==> config.mk <==
export PLATFORM = sky130hd
export DESIGN_NAME = program_counter
export DESIGN_NICKNAME = d
export VERILOG_FILES = /design/src/rtl/program_counter_pkg.sv /design/src/rtl/program_counter.sv
export SDC_FILE = /design/constraint.sdc
export NUM_CORES = 1
export LEC_CHECK = 0
export ABC_AREA = 1
export CORE_MARGIN = 1.5
export CORE_UTILIZATION = 41
export CTS_BUF_LIST = sky130_fd_sc_hd__clkbuf_8 sky130_fd_sc_hd__clkbuf_16
export CTS_CLUSTER_DIAMETER = 30
export DETAILED_ROUTE_END_ITERATION = 10
export HOLD_SLACK_MARGIN = 0.1
export PLACE_DENSITY = 0.76
export SLEW_MARGIN = 40
export SYNTH_ARGS = -nofsm -noshare
export SYNTH_HDL_FRONTEND = slang
export SYNTH_SLANG_ARGS = --single-unit
==> constraint.sdc <==
create_clock -name clock -period 1.2 [get_ports clock]
set_input_delay 0.24 -clock clock [delete_from_list [all_inputs] [get_ports clock]]
set_output_delay 0.24 -clock clock [all_outputs]
set_load 0.01 [all_outputs]
==> src/rtl/program_counter_pkg.sv <==
// Shared processor definitions: address width, address type and the PC reset vector.
package program_counter_pkg;

   localparam int unsigned ADDR_WIDTH = 16;

   typedef logic [ADDR_WIDTH-1:0] addr_t;

   localparam addr_t RESET_VECTOR = 16'd0;

   // Next-value source for the PC register; load outranks increment.
   typedef enum logic [1:0] {
      PC_SEL_HOLD = 2'd0,
      PC_SEL_INC  = 2'd1,
      PC_SEL_LOAD = 2'd2
   } pc_sel_e;

endpackage : program_counter_pkg

==> src/rtl/program_counter.sv <==
// Program counter: load / increment / hold, driving the instruction-memory address bus.
module program_counter
   import program_counter_pkg::*;
#(
   parameter int unsigned      WIDTH        = ADDR_WIDTH,
   parameter logic [WIDTH-1:0] RESET_VECTOR = WIDTH'(program_counter_pkg::RESET_VECTOR),
   parameter int unsigned      INC_STEP     = 1
) (
   input  logic             clock,
   input  logic             reset_n,
   input  logic             write_en,
   input  logic             inc,
   input  logic [WIDTH-1:0] data_in,
   output logic [WIDTH-1:0] data_out
);

   localparam logic [WIDTH-1:0] STEP = WIDTH'(INC_STEP);

   pc_sel_e          sel_d;
   logic [WIDTH-1:0] pc_d;
   logic [WIDTH-1:0] pc_q;

   always_comb begin
      sel_d = PC_SEL_HOLD;
      if (write_en) begin
         sel_d = PC_SEL_LOAD;
      end else if (inc) begin
         sel_d = PC_SEL_INC;
      end
   end

   // Increment wraps silently at the top of the address space.
   always_comb begin
      pc_d = pc_q;
      unique case (sel_d)
         PC_SEL_LOAD: pc_d = data_in;
         PC_SEL_INC:  pc_d = pc_q + STEP;
         default:     pc_d = pc_q;
      endcase
   end

   always_ff @(posedge clock or negedge reset_n) begin
      if (!reset_n) begin
         pc_q <= RESET_VECTOR;
      end else begin
         pc_q <= pc_d;
      end
   end

   assign data_out = pc_q;

endmodule : program_counter

# Word level (Yosys, flattened, before mapping)
# Cells that the tools add are included.
# totals
register_bits	16
latch_bits	0
mem_bits_rw	0
mem_bits_ro	0
input_bits	20
output_inout_bits	16
wordCells	8
memories	0
# op_classes
addsub	1
mul	0
div	0
n_lt_le_gt_ge	0
n_eq_ne	2
shift	0
n_mux	3
bitwise	0
n_reduce_logical	1
# op_table
cell	n
16-bit case mux with 2 select lines	1
16-bit by 1-bit adder with 16-bit output (second input constant)	1
2-bit by 1-bit == test with 1-bit output (second input constant)	1
2-bit == test (second input constant)	1
2-bit two-way mux	1
2-bit nonzero test	1
1-bit two-way mux	1

# Longest topological paths before layout
# logic_depth
depth_word	4
ltp_mapped	9
depth_no_buf	9

# Worst setup path before layout
# Ideal clock, no wire load.
# synth_path
path_type	reg2reg
start	register pc_q[0] (netlist: data_out[0])
end	register pc_q[8] (netlist: data_out[8])
setup_ps	121
t_arrival_ps	1193
required_ps	1079
slack_ps	-115
stages_incl_launch_ff	9
path_buffers	0
period_less_slack_ps	1315
cell_sequence	dfrtp_1 > ha_1 > nand2_1 > nor2_2 > nand2_2 > inv_2 > or2_1 > nand3_1 > nand2_1
# synth_between
elab_chain_cells	2
# synth_lines
element	line_no	text
from (decl)	program_counter.sv:21	logic [WIDTH-1:0] pc_q;
from (signal assigned)	program_counter.sv:46	pc_q <= pc_d;
16-bit by 1-bit adder with 16-bit output	program_counter.sv:37	PC_SEL_INC: pc_d = pc_q + STEP;
16-bit case mux with 2 select lines	program_counter.sv:35	unique case (sel_d)
# No other way between the ends.
# A chain may end at the register's enable or synchronous reset.

# Final worst setup path
# Same ends and word-level chain as after synthesis.

==> impl_metrics.csv <==
group,metric,value,unit
run_status,status,"finished with violations",
run_status,violations,"setup timing",
floorplan,fp-row-count,18,
synth,synth_common_cells,"nand2_1, dfrtp_1, a22oi_1, nand3_1, inv_1",
synth,synth-compound-area-share,0.132,
synth,synthAdderAreaFrac,0.0116,
sta,setup_tns,-0.813,ns
synth,synth_xor_area_frac,0.0406,
floorplan,initial_core_util,0.435,
synth,yosys.area.top_type_share,0.371,
floorplan,dieArea,2950,um2
detailed_routing,routed_wl,3.17,mm
critical_path,r2r-start,"data_out[0]",
final_layout,multiInputGateArea,637,um2
power_and_ir_drop,ir_drop,0.000705,V
sta,min_period,1.34,ns
grt,grt_pass1_wl,5.03,mm
sta,setup_viol,12,
power_and_ir_drop,p_leak,0.841,nW
sta,rsz0062_at_grt,"yes",
critical_path,start_kind,"flop",
hold_path,min_path_type,"in -> async",
power_and_ir_drop,power_density,966,nW/um2
clock_tree,clock_latency,0.25,ns
place,gp_congestion,0.864,
grt,grt_usage,0.233,
synth,syn_inst,145,
sta,tightest_slew,0.316,ns
synth,synth_top_family_by_area,"simple AND/OR/NAND/NOR gates",
detailed_routing,vias_per_cell,5.25,
grt,grt_max_degree,17,
synth,ys_async_sr_fraction,1.00,
place,place_area,1630,um2
synth,synth_cell_type_count,26,
clock_tree,cts-root-buf,"clkbuf_8",
final_layout,nNetsFinal,239,
critical_path,path_max_fanout,4,
grt,grt_pass1_vias,1227,
sta,skew,0.000755,ns
synth,synth_edf_count,0,
sta,hold_viol_final,0,
clock_tree,cts_num_sinks,16,
clock_tree,clkSlewWorstSetupHoldPaths,0.07,ns
final_layout,final_util,0.712,
critical_path,critPathKind,"reg -> reg",
place,port_buffers,35,
clock_tree,clk_path_buf_depth,2,
grt,grt_overflow,0,
synth,synth_most_common_cell,"nand2_1",
detailed_routing,detail_route.wl_per_cell,12.9,um
floorplan,coreArea,2480,um2
sta,maxSlewHeadroom,0.788,
synth,ys_ff_latch,16,
clock_tree,ctsHoldBuffers,0,
critical_path,reg2reg_depth,8,
final_layout,nFillCells,219,
sta,fmax,0.748,GHz
floorplan,io-pin-count,36,
sta,finalCritPeriodShare,1.11,
final_layout,design_area,1760,um2
synth,seq_area_frac_synth,0.371,
critical_path,rrSetupSlack,-0.14,ns
synth,yosys_most_used_dff,"dfrtp_1",
critical_path,arrival,1.47,ns
final_layout,final_layout_size_suffix_gt1_frac,0.319,
detailed_routing,drc,0,
synth,synth_area_leaders,"dfrtp_1, nand2_1, a22oi_1, nand3_1, inv_1",
clock_tree,numCtsBuffers,3,
final_layout,n_antenna_cell,0,
place,dp_hpwl,2.28,mm
detailed_routing,vias,1291,
final_layout,largest_reg_flops,16,
critical_path,cp-end-kind,"flop",
critical_path,cp.required,1.34,ns
floorplan,die_h,54.3,um
final_layout,area_delta_synth_final,63.6,%
synth,synthMuxAreaShare,0,
synth,ys_warn_count,0,
job,drv_cap,0,
synth,yosysTopAreaCell,"dfrtp_1",
synth,synthesis.area,1080,um2
detailed_routing,drt_iter0_drc,29,
floorplan,die_w,54.3,um
detailed_routing,drt_first_pass_iters,4,
sta,worst_slack,-0.136,ns
clock_tree,htreeDepth,1,
grt,grt_antenna_before_repair,0,
sta,slew_violations,0,
synth,synth_fp_nets,166,
detailed_routing,drtAntennaViolNets,0,
clock_tree,tritoncts,"done",
synth,yosys.area_share.simple,0.377,
final_layout,regArea,403,um2
synth,avgSynthCellArea,7.44,um2
critical_path,r2r-end,"data_out[8]",
power_and_ir_drop,total_power,1.70,mW
final cells by class:
| cell class | instances | share of cell area |
|---|---|---|
| Multi-Input combinational cell | 113 | 0.361 |
| Tap cell | 30 | 0.0213 |
| Sequential cell | 16 | 0.228 |
| Timing Repair Buffer | 72 | 0.340 |
| Clock buffer | 3 | 0.0234 |
| Inverter | 12 | 0.0255 |
worst max path at each step:
stage / from / endpoint / slack [ns] / cells past startpoint
2_1_floorplan: data_out[0] / data_out[8] / -0.08 / 8
3_3_place_gp: write_en / data_out[5] / -0.19 / 5
3_5_place_dp: write_en / data_out[8] / -0.20 / 6
4_1_cts: data_out[0] / data_out[8] / -0.12 / 8
5_1_grt: data_out[1] / data_out[8] / -0.20 / 8
6_report: data_out[0] / data_out[8] / -0.14 / 8
metrics by stage:
step,setup slack [ns],cells,hold slack [ns]
after global placement,-0.185,231,0.549
after detailed placement,-0.204,231,0.551
after global routing,-0.203,246,0.337
after floorplan,-0.0751,145,-0.0556
after CTS,-0.121,243,0.314
final,-0.136,246,0.306
kinds of logic (layout without fill, tap and decap cells):
| family | count (synthesis) | count (layout) |
|---|---|---|
| adder cells (fa/ha/maj) | 1 | 1 |
| XOR/XNOR | 5 | 5 |
| buffers and inverters | 16 | 87 |
| AO/OA/AOI/OAI | 21 | 21 |
| flip-flops | 16 | 16 |
| AND/OR/NAND/NOR | 86 | 86 |
cells in the final DEF, fill, tap and decap left out, drive strengths merged:
cell type      count
clkbuf             4
a31oi              1
clkdlybuf4s15      3
ha                 1
dfrtp             16
nor2              17
nand3b             1
clkdlybuf4s50     19
xor2               3
inv               12
or2                2
nor3               3
nand2             49
nand3             13
buf               39
o21ai              6
a21oi              1
xnor2              2
a22oi             13
nand4              1
dlygate4sd2       10
where the power goes:
group | switching (mW) | leakage [nW] | internal [mW]
logic | 0.300 | 0.628 | 0.338
clock network | 0.197 | 0.0216 | 0.223
registers | 0.0479 | 0.191 | 0.599
total | 0.545 | 0.841 | 1.16
timing repair:
action	in CTS	in global routing
gates resized for setup	28	9
buffers inserted	9	3
endpoints found under the setup margin	28	16
pin swaps	2	2
gates cloned	0	0
worst max-delay path, cell delays in order, from the launching register on:
cell     delay, ns
dfrtp_1       0.40
ha_2          0.22
nand2_2       0.08
nor2_4        0.04
nand2_2       0.09
inv_2         0.06
or2_1         0.21
nand3_1       0.07
nand2_1       0.06
metal layers:
| metal | track usage | part of all wire |
|---|---|---|
| met1 | 0.284 | 0.41 |
| met2 | 0.424 | 0.51 |
| met3 | 0.0273 | 0.056 |
| met4 | 0.0708 | 0.019 |
| met5 | 0 | 0 |
Note: power is estimated with default switching activity, not from simulation.
